$ cat config.mk
export PLATFORM = sky130hd
export DESIGN_NAME = pockstat_rom_arb_flat
export DESIGN_NICKNAME = d
export VERILOG_FILES = /design/src/rtl/pockstat_rom_arb_if.sv /design/src/rtl/pockstat_rom_arb.sv /design/src/flat_wrapper.sv
export SDC_FILE = /design/constraint.sdc
export NUM_CORES = 1
export LEC_CHECK = 0
export ABC_AREA = 1
export CAP_MARGIN = 25
export CORE_UTILIZATION = 54
export DETAILED_ROUTE_END_ITERATION = 16
export PLACE_DENSITY = 0.84
export REMOVE_ABC_BUFFERS = 1
export SLEW_MARGIN = 20
export SYNTH_ARGS = -nofsm -noshare
export SYNTH_HDL_FRONTEND = slang
export SYNTH_SLANG_ARGS = --single-unit
$ cat constraint.sdc
create_clock -name clk -period 6.9 [get_ports clk]
set_clock_uncertainty 0.05 [all_clocks]
set_input_delay 1.725 -clock clk [delete_from_list [all_inputs] [get_ports clk]]
set_output_delay 1.725 -clock clk [all_outputs]
set_load 0.03 [all_outputs]
$ cat src/rtl/pockstat_rom_arb_if.sv
// External ROM memory port shared by the download and core-fetch requesters.
// mem_req rises with mem_we/mem_addr/mem_din and holds them until the one-cycle mem_ack.
interface pockstat_rom_arb_if #(
    parameter int MEM_AW = 17
);
    logic              mem_req;
    logic              mem_we;
    logic [MEM_AW-1:0] mem_addr;
    logic [15:0]       mem_din;
    logic [15:0]       mem_dout;
    logic              mem_ack;

    modport master (
        output mem_req, mem_we, mem_addr, mem_din,
        input  mem_dout, mem_ack
    );

    modport slave (
        input  mem_req, mem_we, mem_addr, mem_din,
        output mem_dout, mem_ack
    );
endinterface

$ cat src/rtl/pockstat_rom_arb.sv
// Arbitrates the PocketStation ROM memory port between HPS downloads (priority)
// and core ROM reads; tracks the loaded cartridge size.
module pockstat_rom_arb #(
    parameter int BIOS_WORDS = 8192,
    parameter int CART_WORDS = 65536,
    parameter int MEM_AW     = 17
) (
    input  logic        clk,
    input  logic        reset_n,
    input  logic        dl_active,
    input  logic [7:0]  dl_index,
    input  logic        dl_wr,
    input  logic [24:0] dl_addr,
    input  logic [15:0] dl_data,
    output logic        dl_wait,
    input  logic        rom_read,
    input  logic        rom_sel,
    input  logic [16:0] rom_addr,
    output logic        rom_busy,
    output logic        rom_valid,
    output logic [15:0] bios_dout,
    output logic [15:0] cart_dout,
    output logic [17:0] rom_size,
    output logic [1:0]  dbg_state,
    pockstat_rom_arb_if.master mem
);

    typedef enum logic [1:0] {
        S_IDLE  = 2'd0,
        S_WRITE = 2'd1,
        S_READ  = 2'd2
    } state_t;

    localparam logic [31:0]       BIOS_LIM   = 32'(BIOS_WORDS);
    localparam logic [31:0]       CART_LIM   = 32'(CART_WORDS);
    localparam logic [25:0]       CART_BYTES = 26'(CART_WORDS * 2);
    localparam logic [MEM_AW-1:0] BIOS_BASE  = MEM_AW'(CART_WORDS);

    state_t            state_q, state_d;
    logic              wr_pend_q, wr_pend_d;
    logic              wr_ok_q, wr_ok_d;
    logic              wr_cart_q, wr_cart_d;
    logic [24:0]       wr_addr_q, wr_addr_d;
    logic [15:0]       wr_data_q, wr_data_d;
    logic [MEM_AW-1:0] wr_maddr_q, wr_maddr_d;
    logic              rd_pend_q, rd_pend_d;
    logic              rd_ok_q, rd_ok_d;
    logic              rd_sel_q, rd_sel_d;
    logic [MEM_AW-1:0] rd_maddr_q, rd_maddr_d;
    logic              rom_valid_q, rom_valid_d;
    logic [15:0]       bios_q, bios_d;
    logic [15:0]       cart_q, cart_d;
    logic [17:0]       rom_size_q, rom_size_d;
    logic              dl_active_q, dl_active_d;
    logic              mem_req_q, mem_req_d;
    logic              mem_we_q, mem_we_d;
    logic [MEM_AW-1:0] mem_addr_q, mem_addr_d;
    logic [15:0]       mem_din_q, mem_din_d;

    logic [31:0]       wr_word;
    logic [31:0]       rd_word;
    logic              wr_in_range;
    logic              rd_in_range;
    logic [25:0]       size_sum;
    logic [25:0]       size_sat;

    // Range checks and region mapping are resolved once, when the request is latched.
    always_comb begin
        wr_word     = {8'd0, dl_addr[24:1]};
        rd_word     = {15'd0, rom_addr};
        wr_in_range = (dl_index == 8'd1) ? (wr_word < CART_LIM) :
                      (dl_index == 8'd0) ? (wr_word < BIOS_LIM) : 1'b0;
        rd_in_range = rom_sel ? (rd_word < CART_LIM) : (rd_word < BIOS_LIM);
        size_sum    = {1'b0, wr_addr_q} + 26'd2;
        size_sat    = (size_sum > CART_BYTES) ? CART_BYTES : size_sum;
    end

    always_comb begin
        state_d     = state_q;
        wr_pend_d   = wr_pend_q;
        wr_ok_d     = wr_ok_q;
        wr_cart_d   = wr_cart_q;
        wr_addr_d   = wr_addr_q;
        wr_data_d   = wr_data_q;
        wr_maddr_d  = wr_maddr_q;
        rd_pend_d   = rd_pend_q;
        rd_ok_d     = rd_ok_q;
        rd_sel_d    = rd_sel_q;
        rd_maddr_d  = rd_maddr_q;
        rom_valid_d = 1'b0;
        bios_d      = bios_q;
        cart_d      = cart_q;
        rom_size_d  = rom_size_q;
        dl_active_d = dl_active;
        mem_req_d   = mem_req_q;
        mem_we_d    = mem_we_q;
        mem_addr_d  = mem_addr_q;
        mem_din_d   = mem_din_q;

        if (dl_wr && !wr_pend_q) begin
            wr_pend_d  = 1'b1;
            wr_ok_d    = wr_in_range;
            wr_cart_d  = (dl_index == 8'd1);
            wr_addr_d  = dl_addr;
            wr_data_d  = dl_data;
            wr_maddr_d = ((dl_index == 8'd1) ? '0 : BIOS_BASE) + dl_addr[MEM_AW:1];
        end else if (wr_pend_q && !wr_ok_q) begin
            wr_pend_d = 1'b0;
        end

        // Out-of-range reads complete on their own with a valid pulse and no data update.
        if (rom_read && !rd_pend_q) begin
            rd_pend_d  = 1'b1;
            rd_ok_d    = rd_in_range;
            rd_sel_d   = rom_sel;
            rd_maddr_d = (rom_sel ? '0 : BIOS_BASE) + MEM_AW'(rom_addr);
        end else if (rd_pend_q && !rd_ok_q) begin
            rd_pend_d   = 1'b0;
            rom_valid_d = 1'b1;
        end

        case (state_q)
            S_IDLE: begin
                if (wr_pend_q && wr_ok_q) begin
                    state_d    = S_WRITE;
                    mem_req_d  = 1'b1;
                    mem_we_d   = 1'b1;
                    mem_addr_d = wr_maddr_q;
                    mem_din_d  = wr_data_q;
                end else if (rd_pend_q && rd_ok_q && !dl_active) begin
                    state_d    = S_READ;
                    mem_req_d  = 1'b1;
                    mem_we_d   = 1'b0;
                    mem_addr_d = rd_maddr_q;
                end
            end
            S_WRITE: begin
                if (mem.mem_ack) begin
                    state_d   = S_IDLE;
                    mem_req_d = 1'b0;
                    wr_pend_d = 1'b0;
                    if (wr_cart_q && (size_sat > {8'd0, rom_size_q})) begin
                        rom_size_d = size_sat[17:0];
                    end
                end
            end
            S_READ: begin
                if (mem.mem_ack) begin
                    state_d     = S_IDLE;
                    mem_req_d   = 1'b0;
                    rd_pend_d   = 1'b0;
                    rom_valid_d = 1'b1;
                    if (rd_sel_q) begin
                        cart_d = mem.mem_dout;
                    end else begin
                        bios_d = mem.mem_dout;
                    end
                end
            end
            default: begin
                state_d   = S_IDLE;
                mem_req_d = 1'b0;
            end
        endcase

        // A new cart download restarts size tracking.
        if (dl_active && !dl_active_q && (dl_index == 8'd1)) begin
            rom_size_d = '0;
        end
    end

    always_ff @(posedge clk or negedge reset_n) begin
        if (!reset_n) begin
            state_q     <= S_IDLE;
            wr_pend_q   <= 1'b0;
            wr_ok_q     <= 1'b0;
            wr_cart_q   <= 1'b0;
            wr_addr_q   <= '0;
            wr_data_q   <= '0;
            wr_maddr_q  <= '0;
            rd_pend_q   <= 1'b0;
            rd_ok_q     <= 1'b0;
            rd_sel_q    <= 1'b0;
            rd_maddr_q  <= '0;
            rom_valid_q <= 1'b0;
            bios_q      <= '0;
            cart_q      <= '0;
            rom_size_q  <= '0;
            dl_active_q <= 1'b0;
            mem_req_q   <= 1'b0;
            mem_we_q    <= 1'b0;
            mem_addr_q  <= '0;
            mem_din_q   <= '0;
        end else begin
            state_q     <= state_d;
            wr_pend_q   <= wr_pend_d;
            wr_ok_q     <= wr_ok_d;
            wr_cart_q   <= wr_cart_d;
            wr_addr_q   <= wr_addr_d;
            wr_data_q   <= wr_data_d;
            wr_maddr_q  <= wr_maddr_d;
            rd_pend_q   <= rd_pend_d;
            rd_ok_q     <= rd_ok_d;
            rd_sel_q    <= rd_sel_d;
            rd_maddr_q  <= rd_maddr_d;
            rom_valid_q <= rom_valid_d;
            bios_q      <= bios_d;
            cart_q      <= cart_d;
            rom_size_q  <= rom_size_d;
            dl_active_q <= dl_active_d;
            mem_req_q   <= mem_req_d;
            mem_we_q    <= mem_we_d;
            mem_addr_q  <= mem_addr_d;
            mem_din_q   <= mem_din_d;
        end
    end

    assign dl_wait      = wr_pend_q;
    assign rom_busy     = rd_pend_q;
    assign rom_valid    = rom_valid_q;
    assign bios_dout    = bios_q;
    assign cart_dout    = cart_q;
    assign rom_size     = rom_size_q;
    assign dbg_state    = state_q;
    assign mem.mem_req  = mem_req_q;
    assign mem.mem_we   = mem_we_q;
    assign mem.mem_addr = mem_addr_q;
    assign mem.mem_din  = mem_din_q;

endmodule

$ cat src/flat_wrapper.sv
// flat-port wrapper written by rule: the top's interface ports become plain ports
module pockstat_rom_arb_flat 
#(
    parameter int BIOS_WORDS = 8192,
    parameter int CART_WORDS = 65536,
    parameter int MEM_AW     = 17
)
  (clk, reset_n, dl_active, dl_index, dl_wr, dl_addr, dl_data, dl_wait, rom_read, rom_sel, rom_addr, rom_busy, rom_valid, bios_dout, cart_dout, rom_size, dbg_state, mem_mem_req, mem_mem_we, mem_mem_addr, mem_mem_din, mem_mem_dout, mem_mem_ack);
  pockstat_rom_arb_if #(.MEM_AW(MEM_AW)) mem_i ();
  input  logic clk;
  input  logic reset_n;
  input  logic dl_active;
  input  logic [7:0] dl_index;
  input  logic dl_wr;
  input  logic [24:0] dl_addr;
  input  logic [15:0] dl_data;
  output logic dl_wait;
  input  logic rom_read;
  input  logic rom_sel;
  input  logic [16:0] rom_addr;
  output logic rom_busy;
  output logic rom_valid;
  output logic [15:0] bios_dout;
  output logic [15:0] cart_dout;
  output logic [17:0] rom_size;
  output logic [1:0] dbg_state;
  output wire logic [$bits(mem_i.mem_req)-1:0] mem_mem_req;
  output wire logic [$bits(mem_i.mem_we)-1:0] mem_mem_we;
  output wire logic [$bits(mem_i.mem_addr)-1:0] mem_mem_addr;
  output wire logic [$bits(mem_i.mem_din)-1:0] mem_mem_din;
  input wire logic [$bits(mem_i.mem_dout)-1:0] mem_mem_dout;
  input wire logic [$bits(mem_i.mem_ack)-1:0] mem_mem_ack;
  assign mem_mem_req = mem_i.mem_req;
  assign mem_mem_we = mem_i.mem_we;
  assign mem_mem_addr = mem_i.mem_addr;
  assign mem_mem_din = mem_i.mem_din;
  assign mem_i.mem_dout = mem_mem_dout;
  assign mem_i.mem_ack = mem_mem_ack;
  pockstat_rom_arb #(.BIOS_WORDS(BIOS_WORDS), .CART_WORDS(CART_WORDS), .MEM_AW(MEM_AW)) u_core (.clk(clk), .reset_n(reset_n), .dl_active(dl_active), .dl_index(dl_index), .dl_wr(dl_wr), .dl_addr(dl_addr), .dl_data(dl_data), .dl_wait(dl_wait), .rom_read(rom_read), .rom_sel(rom_sel), .rom_addr(rom_addr), .rom_busy(rom_busy), .rom_valid(rom_valid), .bios_dout(bios_dout), .cart_dout(cart_dout), .rom_size(rom_size), .dbg_state(dbg_state), .mem(mem_i));
endmodule
==> results of run 1 <==
critical path: stages (launching register included):
cell     delay [ns]
dfrtp_1        0.51
ha_1           0.32
nand3_4        0.14
nor2_4         0.18
nand2_2        0.09
nor3_2         0.11
nand4_1        0.19
xor2_1         0.30
nand2_4        0.19
nand2_4        0.27
a21oi_1        0.08
ha_1           0.28
nand2_1        0.08
o21ai_0        0.22
nand2_1        0.09
nand3_1        0.07
nand3_1        0.07
nand2_1        0.06
nand2_1        0.07
nor2_2         0.53
nand4_1        0.19
nand2_1        0.11
metal layers:
layer | up-vias | track usage, % | share of wire (%)
li1 | 3309 | - | -
met1 | 3191 | 37.8 | 44
met3 | 29 | 9.01 | 8.1
met5 | - | 0 | 0
met4 | 0 | 8.26 | 1.7
met2 | 262 | 44.5 | 46
synth_stat cells (all sizes together), types with 2 or more instances:
master / count
clkbuf: 30
inv: 103
nand3: 43
nor3: 6
a21oi: 14
o211ai: 2
o21ai: 101
xor2: 6
nand4: 25
xnor2: 2
buf: 7
nand2: 300
ha: 22
a31oi: 18
dfrtp: 154
nor2: 87
report_power, final:
group / switching, mW / leakage (nW) / internal, mW
Combinational: 0.706 / 2.42 / 0.457
Sequential: 0.163 / 1.95 / 1.15
Clock: 0.366 / 0.303 / 0.608
flip-flops by register name, indices dropped and copies added, names as in the netlist, 2 cells and up:
signal / cells
u_core.rom_size: 18
u_core.wr_maddr_q: 17
u_core.wr_addr_q: 9
u_core.rd_maddr_q: 17
u_core.mem.mem_addr: 17
u_core.dbg_state: 2
u_core.mem.mem_din: 16
u_core.cart_dout: 16
u_core.wr_data_q: 16
u_core.bios_dout: 16
cell type report:
cell class	count	area, sq um
Sequential cell	154	3850
Fill cell	998	3410
Multi-Input combinational cell	635	3150
Timing Repair Buffer	182	1810
Clock buffer	22	484
Inverter	104	390
Tap cell	176	220
Clock inverter	10	138
worst paths after layout:
path | endpoint | startpoint | slack [ns]
max | u_core.rom_size[14] | u_core.wr_maddr_q[0] | 2.64
min | u_core.rd_maddr_q[1] | u_core.rd_maddr_q[1] | 0.43
max reg2reg | u_core.rom_size[14] | u_core.wr_maddr_q[0] | 2.64
min reg2reg | u_core.rd_maddr_q[1] | u_core.rd_maddr_q[1] | 0.43
max in group asynchronous | u_core.mem.mem_din[0] | reset_n | 4.22
min in group asynchronous | u_core.rd_maddr_q[12] | reset_n | 1.34
cell families (layout without fill, tap and decap cells):
family / after synthesis / count (layout) / synth area share, %
compound gates: 140 / 140 / 9.85
simple gates: 465 / 465 / 27.0
xor+xnor: 8 / 8 / 0.927
flops: 154 / 154 / 51.0
buf+inv: 141 / 318 / 7.58
fa+ha+maj: 22 / 22 / 3.64
==> results_dict.tcl, run 1 <==
set metrics [dict create \
    hold_viol_final 0 \
    syn_inst 930 \
    worstHoldPathType "register to register" \
    dp.cells 1251 \
    via_count 6791 \
    synth-edff-count 0 \
    cp_max_fo 17 \
    slew_viol_final 0 \
    synth_top_area_share_pct 51.0 \
    io_pins 179 \
    die_x_um 120 \
    startpoint_type "register" \
    yosysTopAreaCell "dfrtp_1" \
    synth-seq-area-share_pct 51.0 \
    chipHeight_um 120 \
    place_congestion 0.916 \
    fp-row-count 42 \
    nets 1205 \
    fin_util_pct 74.7 \
    antenna_found_initial 0 \
    crit_type "register to register" \
    finalSetupViolCount 0 \
    hold_ws_ns 0.432 \
    stdcell_count 1283 \
    min_period_ns 4.26 \
    antenna_cells 0 \
    port_buffers 178 \
    cts-htree-levels 4 \
    maxSlewHeadroom_pct 40.6 \
    ant_nets 0 \
    cts_buffers 17 \
    final_common_cell "nand2_1" \
    syn_area_sq_um 7560 \
    async_reset_ff_share_pct 100 \
    finalWirelength_um 19400 \
    area_growth_pct 33.0 \
    crit_required_ns 7.21 \
    drc 0 \
    postCtsSetupBuffers 0 \
    core_region_area_sq_um 13500 \
    clk_pin_slew_worst_paths_ns 0.06 \
    grtUsageTotal_pct 28.3 \
    mostFrequentLayoutCells "nand2_1 (292), clkdlybuf4s50_1 (177), dfrtp_1 (154), inv_1 (101), o21ai_0 (96)" \
    drtIter0Drc 548 \
    clock_latency_ns 0.42 \
    die_area_sq_um 14500 \
    final_area_sq_um 10000 \
    max_freq_mhz 235 \
    p_leak_nw 4.67 \
    synth_ff_type "dfrtp_1" \
    power.density_nw_per_um2 343 \
    cts_tree "yes" \
    setup.worst_path.end_class "register" \
    irDropWorstVdd_mv 0.296 \
    grt_max_degree 98 \
    post_drt_via_cell_ratio 5.29 \
    ys_warn_count 0 \
    initial_utilization_pct 56.2 \
    setup_slack_ns 2.64 \
    rsz0062_at_grt "false" \
    hpwl_um 13800 \
    overflow 0 \
    rr_worst_depth 21 \
    worstMarginPinSlew_ns 0.886 \
    grt_pass1_vias 6537 \
    syn_area_per_cell_sq_um 8.12 \
    period_share_pct 61.7 \
    outcome "complete, no violations" \
    synth_cell_types 39 \
    clockBufferDepth 2 \
    cts_resized 0 \
    design_power_total_mw 3.45 \
    synth_area_leaders "dfrtp_1 (51%), nand2_1 (15%), o21ai_0 (6.4%)" \
    layout-drive-gt1-share_pct 6.87 \
    dp_slack_ns 2.80 \
    cap_violations 0 \
    cts_root_buf "clkbuf_16" \
    critPathArrivalTime_ns 4.56 \
    place_area_sq_um 9410 \
    drtPass1Iterations 5 \
    cts_hold_buf 0 \
    setup-tns-final_ns 0 \
    ys_ff_latch 154 \
    grt_pass1_wl_um 31900 \
    min_path_cells 2 \
    post_drt_wl_per_cell_um 15.1 \
    clock-sinks 154 \
]
Power figures use the tool's default switching activity.
==> run 2: changes to the inputs <==
--- a/config.mk
+++ b/config.mk
@@ -7,9 +7,9 @@
 export LEC_CHECK = 0
 export ABC_AREA = 1
 export CAP_MARGIN = 25
-export CORE_UTILIZATION = 54
+export CORE_UTILIZATION = 45
 export DETAILED_ROUTE_END_ITERATION = 16
-export PLACE_DENSITY = 0.84
+export PLACE_DENSITY = 0.74
 export REMOVE_ABC_BUFFERS = 1
 export SLEW_MARGIN = 20
 export SYNTH_ARGS = -nofsm -noshare
==> constraint.sdc (replaced) <==
create_clock -name clk -period 3.5 [get_ports clk]
set_clock_uncertainty 0.05 [all_clocks]
set_input_delay 0.875 -clock clk [delete_from_list [all_inputs] [get_ports clk]]
set_output_delay 0.875 -clock clk [all_outputs]
set_load 0.03 [all_outputs]
==> run 2 against run 1 <==
Net effect:
- sequential share of layout area is 2.8 points lower
- maximum frequency is 23% higher
- critical path depth is 2 higher
- register-to-register slack worse by 2.6 ns
- routed wire length is 8.6% higher
- core utilization is 8.6 points lower
- non-clock buffer count is 42 higher
- highest routed layer unchanged
==> results_dict.tcl, run 2 (synthesis gave the netlist of run 1 again) <==
set metrics [dict create \
    outcome "complete, no violations" \
    cts_tree "yes" \
    critPathArrivalTime_ns 3.79 \
    antenna_cells 0 \
    grtUsageTotal_pct 24.5 \
    rr_worst_depth 23 \
    drc 0 \
    largest_register_ffs 18 \
    layout-drive-gt1-share_pct 15.7 \
    nets 1248 \
    min_period_ns 3.47 \
    fp-row-count 47 \
    drtIter0Drc 401 \
    power.density_nw_per_um2 650 \
    drtPass1Iterations 5 \
    mostFrequentLayoutCells "nand2_1 (271), clkdlybuf4s50_1 (177), dfrtp_1 (147), inv_1 (98), o21ai_0 (93)" \
    port_buffers 178 \
    initial_utilization_pct 45.9 \
    place_congestion 0.936 \
    die_x_um 132 \
    nFillCells 1363 \
    die_area_sq_um 17300 \
    maxSlewHeadroom_pct 41.3 \
    multi_input_area_sq_um 3490 \
    crit_required_ns 3.82 \
    rrSetupSlack_ns 0.03 \
    rr_endpoint "u_core.rom_size[0]" \
    max_freq_mhz 288 \
    finalSetupViolCount 0 \
    worstMarginPinSlew_ns 0.874 \
    io_pins 179 \
    grt_pass1_wl_um 33500 \
    cap_violations 0 \
    crit_type "register to register" \
    grt_pass1_vias 6683 \
    setup.worst_path.end_class "register" \
    overflow 0 \
    design_power_total_mw 7.07 \
    p_leak_nw 4.96 \
    worstHoldPathType "primary input to asynchronous set/reset pin" \
    cp_max_fo 8 \
    antenna_found_initial 0 \
    via_count 6948 \
    startpoint_type "register" \
    core_region_area_sq_um 16500 \
    rsz0062_at_grt "true" \
    period_share_pct 99.3 \
    clock_latency_ns 0.43 \
    finalWirelength_um 21100 \
    cts_buffers 17 \
    final_common_cell "nand2_1" \
    slew_viol_final 0 \
    fin_util_pct 66.0 \
    clock-sinks 154 \
    ant_nets 0 \
    grt_max_degree 71 \
    hold_viol_final 0 \
    area_growth_pct 43.9 \
    cts_hold_buf 0 \
    final-seq-area_sq_um 3860 \
    post_drt_via_cell_ratio 5.07 \
    post_drt_wl_per_cell_um 15.4 \
    cts_root_buf "clkbuf_16" \
    irDropWorstVdd_mv 0.642 \
    hpwl_um 14700 \
    chipHeight_um 132 \
    final_area_sq_um 10900 \
    cts-htree-levels 4 \
    clockBufferDepth 2 \
    worstReg2RegStart "u_core.wr_maddr_q[1]" \
    clk_pin_slew_worst_paths_ns 0.06 \
    place_area_sq_um 9690 \
]
[run 2: cell types whose count changed in the layout (fill, tap and decap cells not counted), sizes merged]
cell	change
buf	+42
bufinv	+2
clkbuf	-2
clkinvlp	-1
inv	+1
nand2	+1
[run 2: through the flow]
step	cells	setup TNS, ns	setup slack (ns)	hold WS, ns
floorplan	893	-7.35	-0.685	0.399
global placement	1325	-1.33	-0.101	0.412
global route	1370	-2.73	-0.170	0.426
detailed placement	1325	-4.12	-0.287	0.411
CTS	1359	0	0.0146	0.409
finish	1370	0	0.0257	0.377
[run 2: how the worst max path moves through the flow]
stage	from	end	slack, ns
after floorplan	dl_wr	u_core.wr_ok_q	-0.69
after global placement	u_core.wr_maddr_q[0]	u_core.rom_size[16]	-0.10
after detailed placement	u_core.wr_maddr_q[1]	u_core.rom_size[13]	-0.29
after CTS	u_core.wr_maddr_q[1]	u_core.rom_size[13]	0.01
after global routing	u_core.wr_maddr_q[4]	u_core.rom_size[2]	-0.17
final	u_core.wr_maddr_q[1]	u_core.rom_size[0]	0.03
[run 2: repair_timing]
action	in CTS	in global routing
resized for setup	2	94
endpoints found under the setup margin	18	18
cloned	0	3
pin swaps	1	30
setup buffers	2	8
[run 2: layout make-up]
cell class	instances	share of cell area, %
multi-input combinational	636	32.1
tap	220	2.53
timing repair buffer	224	20.1
inverter	104	3.59
sequential	154	35.5
clock buffer	20	4.20
clock inverter	12	1.92
[run 2: worst max-delay path, stage by stage (launching register included)]
cell	delay (ns)
dfrtp_1	0.38
buf_6	0.12
ha_4	0.15
nand3_4	0.11
nor2_4	0.18
nand2_4	0.09
nor3_2	0.13
nand4_1	0.18
xor2_2	0.24
nand2_4	0.13
nand2_8	0.13
buf_6	0.13
nor2_2	0.03
ha_1	0.28
nand2_2	0.09
o21ai_1	0.09
a21oi_1	0.16
nand2_1	0.08
nand2_2	0.10
inv_2	0.06
nor2_4	0.18
buf_6	0.19
nand2_1	0.06
nand2_1	0.06
[run 2: report_power, final]
part	internal, mW	switching [mW]	leakage, nW
clock network	1.31	0.777	0.323
logic	0.973	1.43	2.70
registers	2.26	0.317	1.94
[run 2: per-layer routing]
| layer | global-route usage (%) | routed length [um] |
|---|---|---|
| met5 | 0 | 0 |
| met3 | 7.79 | 1740 |
| met4 | 10.4 | 558 |
| met1 | 31.4 | 9180 |
| met2 | 37.9 | 9630 |
